`src/rtl/noc_port_arbiter.sv`:
```
// Three-way NoC output-port arbiter feeding a small output FIFO.
// Define PARENT_PRIORITY_EN to give input 0 strict priority over the children.
module noc_port_arbiter #(
  parameter int WIDTH = 47,
  parameter int DEPTH = 2
) (
  input  logic               clk,
  input  logic               reset,
  input  logic [2:0]         in_valid,
  input  logic [3*WIDTH-1:0] in_data,
  output logic [2:0]         in_ready,
  output logic               out_valid,
  output logic [WIDTH-1:0]   out_data,
  output logic [1:0]         out_src,
  input  logic               out_ready,
  output logic [15:0]        pkt_count
);

  localparam int AW = (DEPTH > 1) ? $clog2(DEPTH) : 1;
  localparam logic [AW:0] FULL = (AW+1)'(DEPTH);

  typedef logic [WIDTH+1:0] entry_t;

  entry_t        mem [DEPTH];
  entry_t        head;
  logic [AW-1:0] wr_ptr;
  logic [AW-1:0] rd_ptr;
  logic [AW:0]   count;
  logic [1:0]    rr;
  logic          space;
  logic          gnt_vld;
  logic [1:0]    gnt_idx;
  logic          push;
  logic          pop;

  // a pop in the same cycle never frees a slot for a push
  assign space = count < FULL;

  always_comb begin
    gnt_vld = 1'b0;
    gnt_idx = 2'd0;
`ifdef PARENT_PRIORITY_EN
    unique case (1'b1)
      in_valid[0]: begin
        gnt_vld = 1'b1;
        gnt_idx = 2'd0;
      end
      (rr == 2'd1) && in_valid[1],
      (rr == 2'd2) && in_valid[1] && !in_valid[2]: begin
        gnt_vld = 1'b1;
        gnt_idx = 2'd1;
      end
      in_valid[2]: begin
        gnt_vld = 1'b1;
        gnt_idx = 2'd2;
      end
      default: ;
    endcase
`else
    unique case (rr)
      2'd1: begin
        gnt_vld = |in_valid;
        gnt_idx = in_valid[1] ? 2'd1 :
                  in_valid[2] ? 2'd2 : 2'd0;
      end
      2'd2: begin
        gnt_vld = |in_valid;
        gnt_idx = in_valid[2] ? 2'd2 :
                  in_valid[0] ? 2'd0 : 2'd1;
      end
      default: begin
        gnt_vld = |in_valid;
        gnt_idx = in_valid[0] ? 2'd0 :
                  in_valid[1] ? 2'd1 : 2'd2;
      end
    endcase
`endif
  end

  assign in_ready  = (gnt_vld && space && !reset)
                   ? 3'(3'b001 << gnt_idx) : 3'b000;
  assign push      = |(in_valid & in_ready);
  assign out_valid = count != '0;
  assign pop       = out_valid & out_ready;
  assign head      = mem[rd_ptr];
  assign out_data  = out_valid ? head[WIDTH-1:0] : '0;
  assign out_src   = out_valid ? head[WIDTH+1:WIDTH] : 2'd0;

  always_ff @(posedge clk) begin
    if (push)
      mem[wr_ptr] <= {gnt_idx, in_data[gnt_idx*WIDTH +: WIDTH]};
  end

  always_ff @(posedge clk or posedge reset) begin
    if (reset) begin
      wr_ptr    <= '0;
      rd_ptr    <= '0;
      count     <= '0;
      pkt_count <= '0;
`ifdef PARENT_PRIORITY_EN
      rr        <= 2'd1;
`else
      rr        <= 2'd0;
`endif
    end else begin
      if (push) begin
        wr_ptr    <= wr_ptr + 1'b1;
        pkt_count <= pkt_count + 16'd1;
`ifdef PARENT_PRIORITY_EN
        if (gnt_idx != 2'd0)
          rr <= (gnt_idx == 2'd1) ? 2'd2 : 2'd1;
`else
        rr <= (gnt_idx == 2'd2) ? 2'd0 : gnt_idx + 2'd1;
`endif
      end
      if (pop)
        rd_ptr <= rd_ptr + 1'b1;
      if (push && !pop)
        count <= count + 1'b1;
      else if (pop && !push)
        count <= count - 1'b1;
    end
  end

endmodule

```
`config.mk`:
```
export PLATFORM = sky130hd
export DESIGN_NAME = noc_port_arbiter
export DESIGN_NICKNAME = d
export VERILOG_FILES = /design/src/rtl/noc_port_arbiter.sv
export SDC_FILE = /design/constraint.sdc
export NUM_CORES = 1
export LEC_CHECK = 0
export ABC_AREA = 1
export CELL_PAD_IN_SITES_DETAIL_PLACEMENT = 2
export CELL_PAD_IN_SITES_GLOBAL_PLACEMENT = 2
export CORE_UTILIZATION = 28
export DETAILED_ROUTE_END_ITERATION = 8
export PLACE_DENSITY_LB_ADDON = 0.1
export SYNTH_ARGS = -nofsm -noshare
export SYNTH_HDL_FRONTEND = slang
export SYNTH_SLANG_ARGS = --single-unit
```
`constraint.sdc`:
```
create_clock -name clk -period 4.3 [get_ports clk]
set_input_delay 0.645 -clock clk [delete_from_list [all_inputs] [get_ports clk]]
set_output_delay 0.645 -clock clk [all_outputs]
set_load 0.05 [all_outputs]
```
**Word level (Yosys, flattened, before mapping)**

Memories as Yosys holds them, arrays and structs flattened.
Cells that the tools add are included.

- Register bits after elaboration: 22
- Bits in latches: 0
- Bits in writable memories: 98
- ROM bits: 0
- Word-level logic and storage cells: 47
- Memories kept: 1

Memory list:

| name | depth | width | read ports | clocked after Yosys merged registers in | write ports | line | RTL |
|---|---|---|---|---|---|---|---|
| mem | 2 | 49 | 1 | 0 | 1 | 24 | `entry_t mem [DEPTH];` |

- $add $sub $neg: 6
- Multipliers: 1
- Divide/modulo/power cells: 0
- $lt $le $gt $ge: 1
- Eq/ne operators: 3
- Shift-type cells: 2
- Muxes and demuxes: 15
- Bitwise gates (word level): 2
- Reductions and logical operators: 11

Operators by type and width:

| cell | number |
|---|---|
| 141-bit by 9-bit variable part select with 47-bit output | 1 |
| 47-bit two-way mux | 1 |
| 2-bit two-way mux | 9 |
| 16-bit by 1-bit adder with 16-bit output, second input constant | 1 |
| 2-bit by 6-bit multiplier with 8-bit output, second input constant | 1 |
| 3-bit OR reduction | 2 |
| 2-bit by 1-bit adder with 2-bit output, second input constant | 2 |
| 2-bit == test, second input constant | 2 |
| 1-bit logical AND | 4 |
| 2-bit one-hot mux with 2 select lines | 1 |
| 2-bit nonzero test | 2 |
| 3-bit AND | 1 |
| 1-bit zero test | 3 |
| 1-bit two-way mux | 3 |
| 3-bit two-way mux | 1 |
| 1-bit by 2-bit left shift with 3-bit output, first input constant | 1 |
| 1-bit adder, second input constant | 2 |
| 2-bit by 1-bit == test with 1-bit output, second input constant | 1 |
| 2-bit less-than comparator, second input constant | 1 |
| 2-bit by 1-bit subtractor with 2-bit output, second input constant | 1 |
| 1-bit AND | 1 |

**Logic depth before layout (Yosys ltp)**

- Word-level depth: 11
- Gate-level depth with buffers: 13
- Gate-level depth less buffers: 12

**Worst setup path before layout**

OpenSTA, ideal clock, no wires.

- Path type: input port to flip-flop
- From: input port reset
- To: memory mem[1][0] (netlist bit), enable pin
- Library setup time: 0.403 ns
- Data arrival time: 2.961 ns
- Required time: 3.897 ns
- Slack: 0.935 ns
- Stages: 8
- Path buffers: 1
- Cells stage by stage: inv_1 -> nand2_1 -> a21oi_1 -> nand4_1 -> nand3_2 -> buf_4 -> nand2_1 -> inv_1

- Word-level cells in the longest chain between the ends: 7

RTL lines:

| item | line | RTL |
|---|---|---|
| start, declared | 8 | `input logic reset,` |
| 1-bit zero test (no source line) | n/a |  |
| 1-bit logical AND | 80 | `assign in_ready = (gnt_vld && space && !reset)` |
| 3-bit two-way mux | 81 | `? 3'(3'b001 << gnt_idx) : 3'b000;` |
| 3-bit AND | 82 | `assign push = \|(in_valid & in_ready);` |
| 3-bit OR reduction | 82 |  |
| net push | 33 | `logic push;` |
| 1-bit two-way mux | 90 | `if (push)` |
| 1-bit two-way mux (not written as such) | 91 | `mem[wr_ptr] <= {gnt_idx, in_data[gnt_idx*WIDTH +: WIDTH]};` |
| end, declared | 24 |  |

The timed path passes the listed nets, and every way through them passes these cells.

**Worst setup path after layout**

- From: register rd_ptr
- To: output port out_src[0]

- Word-level cells in the longest chain between the ends: 2

RTL lines:

| item | line | RTL |
|---|---|---|
| start, declared | 27 | `logic [AW-1:0] rd_ptr;` |
| start signal, assigned | 117 | `rd_ptr <= rd_ptr + 1'b1;` |
| memory read 2 x 49 bit | n/a |  |
| 2-bit two-way mux | 87 | `assign out_src = out_valid ? head[WIDTH+1:WIDTH] : 2'd0;` |
| end, declared | 14 | `output logic [1:0] out_src,` |

Every way passes these cells.

==> results.cfg <==
[run_status]
status = completed

[sta]
finalSetupViolCount = 0
rsz0062_at_grt = no
finalCriticalPeriod_ns = 3.40
fmax_ghz = 0.294
worst_pin_slew_ns = 0.991
drv_slew = 0
final_hold_viol_count = 0
slew_headroom_pct = 33.9
finalClockSkew_ns = 0.00678
fin_crit_sh_pct = 79.1
tns_ns = 0

[logic_synthesis]
ys_types = 23
seq_area_frac_synth_pct = 59.3
syn_nets = 811
netlist_area_mm2 = 0.00589
synth_warnings = 0
synthCells = 660
ys_ff_latch = 120
avgSynthCellArea_um2 = 8.93

[grt]
grt_max_degree = 51
grt_use_total_pct = 20.2
antenna_found_initial = 0
grt_pass1_vias = 6130
overflow = 0
grt_pass1_wl_mm = 33.2

[cts]
htree_levels = 4
ctsResizeCount = 0
root_buffer = clkbuf_16
cts_tree = yes
postCtsSetupBuffers = 0
cts_made_buffers = 17
clk_latency_ns = 0.41
cts.sinks = 120
hold_buffers = 0
clk_pin_slew_worst_paths_ns = 0.05
max-clock-path-buffers = 2

[routing]
via_per_inst = 4.74
vias = 5441
ant_nets = 0
drt_wl_total_mm = 21.2
wl_per_cell_um = 18.4
drt_iter0_markers = 182
drt_first_pass_iters = 4
drc_errors = 0

[flow_run]
drv_cap = 0

[setup_path]
start_kind = register
cp_max_fo = 50
critical_path_class = reg -> out
cp-end-kind = output port
worstPathArrival_ns = 2.76
crit_required_ns = 3.65

[placement]
place_area_mm2 = 0.00833
io_buffers = 215
hpwl_mm = 15.4
gp_congestion = 0.766

[finish]
final-seq-area_mm2 = 0.00349
final_area_mm2 = 0.00887
final_layout_size_suffix_gt1_share_pct = 6.37
synthToLayoutAreaGrowth_pct = 50.4
nFillCells = 2217
antenna_cells = 0
multi_input_area_mm2 = 0.00214
layout.nets = 1018

[floorplanning]
rows = 52
coreArea_mm2 = 0.0204
fp.dieW_um = 147
chipHeight_um = 147
start_util_pct = 28.8
design.portCount = 216
die_area_mm2 = 0.0216

[power_and_ir_drop]
vdd_drop_max_v = 0.000372
p_per_area_mw_per_mm2 = 858
power_mw = 7.61
leakagePower_nw = 3.49

[min_path]
hold_path.class = reg -> reg
[flip-flops by register name, indices dropped and copies added, names as in the netlist]
name / count
rr: 2
count: 2
pkt_count: 16
mem: 98
rd_ptr: 1
wr_ptr: 1
[cell families (layout without fill, tap and decap cells)]
group | Yosys count | count (layout) | share of synthesized area, %
flops | 120 | 120 | 59.3
simple gates | 399 | 399 | 27.9
xor+xnor | 16 | 16 | 2.38
buf+inv | 64 | 283 | 4.71
fa+ha+maj | 4 | 4 | 0.849
compound gates | 57 | 57 | 4.84
[synth_stat cells (all sizes together)]
library cell / instances / share of area (%)
buf: 21 / 2.0
and3: 1 / 0.11
xnor2: 7 / 1.0
nand4: 19 / 2.0
edfxtp: 98 / 50
nor3: 8 / 0.68
nand3: 60 / 5.2
a21oi: 53 / 4.5
nor2: 9 / 0.57
nand3b: 1 / 0.13
nand2: 301 / 19
xor2: 9 / 1.3
inv: 26 / 1.7
ha: 4 / 0.85
o21ai: 4 / 0.34
clkbuf: 17 / 1.1
dfrtp: 22 / 9.3
[where the power goes]
| group | switching [mW] | internal (mW) | total, mW |
|---|---|---|---|
| registers | 0.120 | 1.88 | 2.00 |
| clock network | 0.504 | 0.782 | 1.29 |
| logic | 3.09 | 1.22 | 4.32 |
[worst max-delay path: stages (launching register included)]
cell,delay (ns)
dfrtp_2,0.40
inv_2,0.68
nand2_1,0.13
a21oi_1,0.27
clkdlybuf4s50_1,0.86
[through the flow]
stage / util, % / cells / worst slack [ns] / hold WS, ns
floorplan: - / 660 / 0.935 / 0.467
global placement: 40.8 / 1118 / 0.833 / 0.534
detailed placement: 40.8 / 1118 / 0.684 / 0.552
CTS: 43.4 / 1149 / 0.810 / 0.555
global route: 43.4 / 1149 / 0.694 / 0.584
finish: 43.4 / 1149 / 0.900 / 0.548
[layer usage]
metal | GRT usage [%] | part of all wire [%] | routed length (um) | vias up
met3 | 4.16 | 4.0 | 849 | 17
li1 | - | - | - | 2621
met5 | 0 | 0 | 0 | -
met1 | 23.4 | 42 | 8880 | 2675
met2 | 37.5 | 53 | 11200 | 128
met4 | 5.57 | 1.2 | 245 | 0
[cell type report]
class,count,area share [%]
Clock inverter,14,1.26
Inverter,26,1.10
Clock buffer,17,4.80
Multi-Input combinational cell,476,24.2
Sequential cell,120,39.4
Tap cell,270,3.81
Timing Repair Buffer,226,25.4
[placed cells by master (no fill, tap or decap), types with 2 or more instances in the layout]
| cell | count |
|---|---|
| buf_12 | 2 |
| xnor2_1 | 7 |
| buf_4 | 11 |
| dfrtp_1 | 21 |
| nand2_1 | 299 |
| clkdlybuf4s50_1 | 213 |
| inv_1 | 21 |
| nand4_1 | 19 |
| o21ai_0 | 3 |
| nor3_1 | 8 |
| ha_1 | 4 |
| nand2_2 | 2 |
| clkinv_4 | 3 |
| edfxtp_1 | 98 |
| clkinv_2 | 8 |
| nor2_1 | 6 |
| clkinvlp_4 | 2 |
| nor2_4 | 3 |
| inv_2 | 5 |
| xor2_1 | 9 |
| clkbuf_16 | 17 |
| a21oi_1 | 53 |
| nand3_1 | 59 |
[worst paths after layout]
kind / depth (start not counted) / from / slack (ns) / to
hold / removal: 1 / count[0] / 0.55 / count[0]
setup reg to reg: 11 / rr[0] / 1.20 / mem[1][12]
max in group asynchronous: 3 / reset / 3.36 / rd_ptr
setup / recovery: 4 / rd_ptr / 0.90 / out_src[0]
hold reg to reg: 1 / count[0] / 0.55 / count[0]
min in group asynchronous: 3 / reset / 0.69 / wr_ptr
Power figures use the tool's default switching activity.
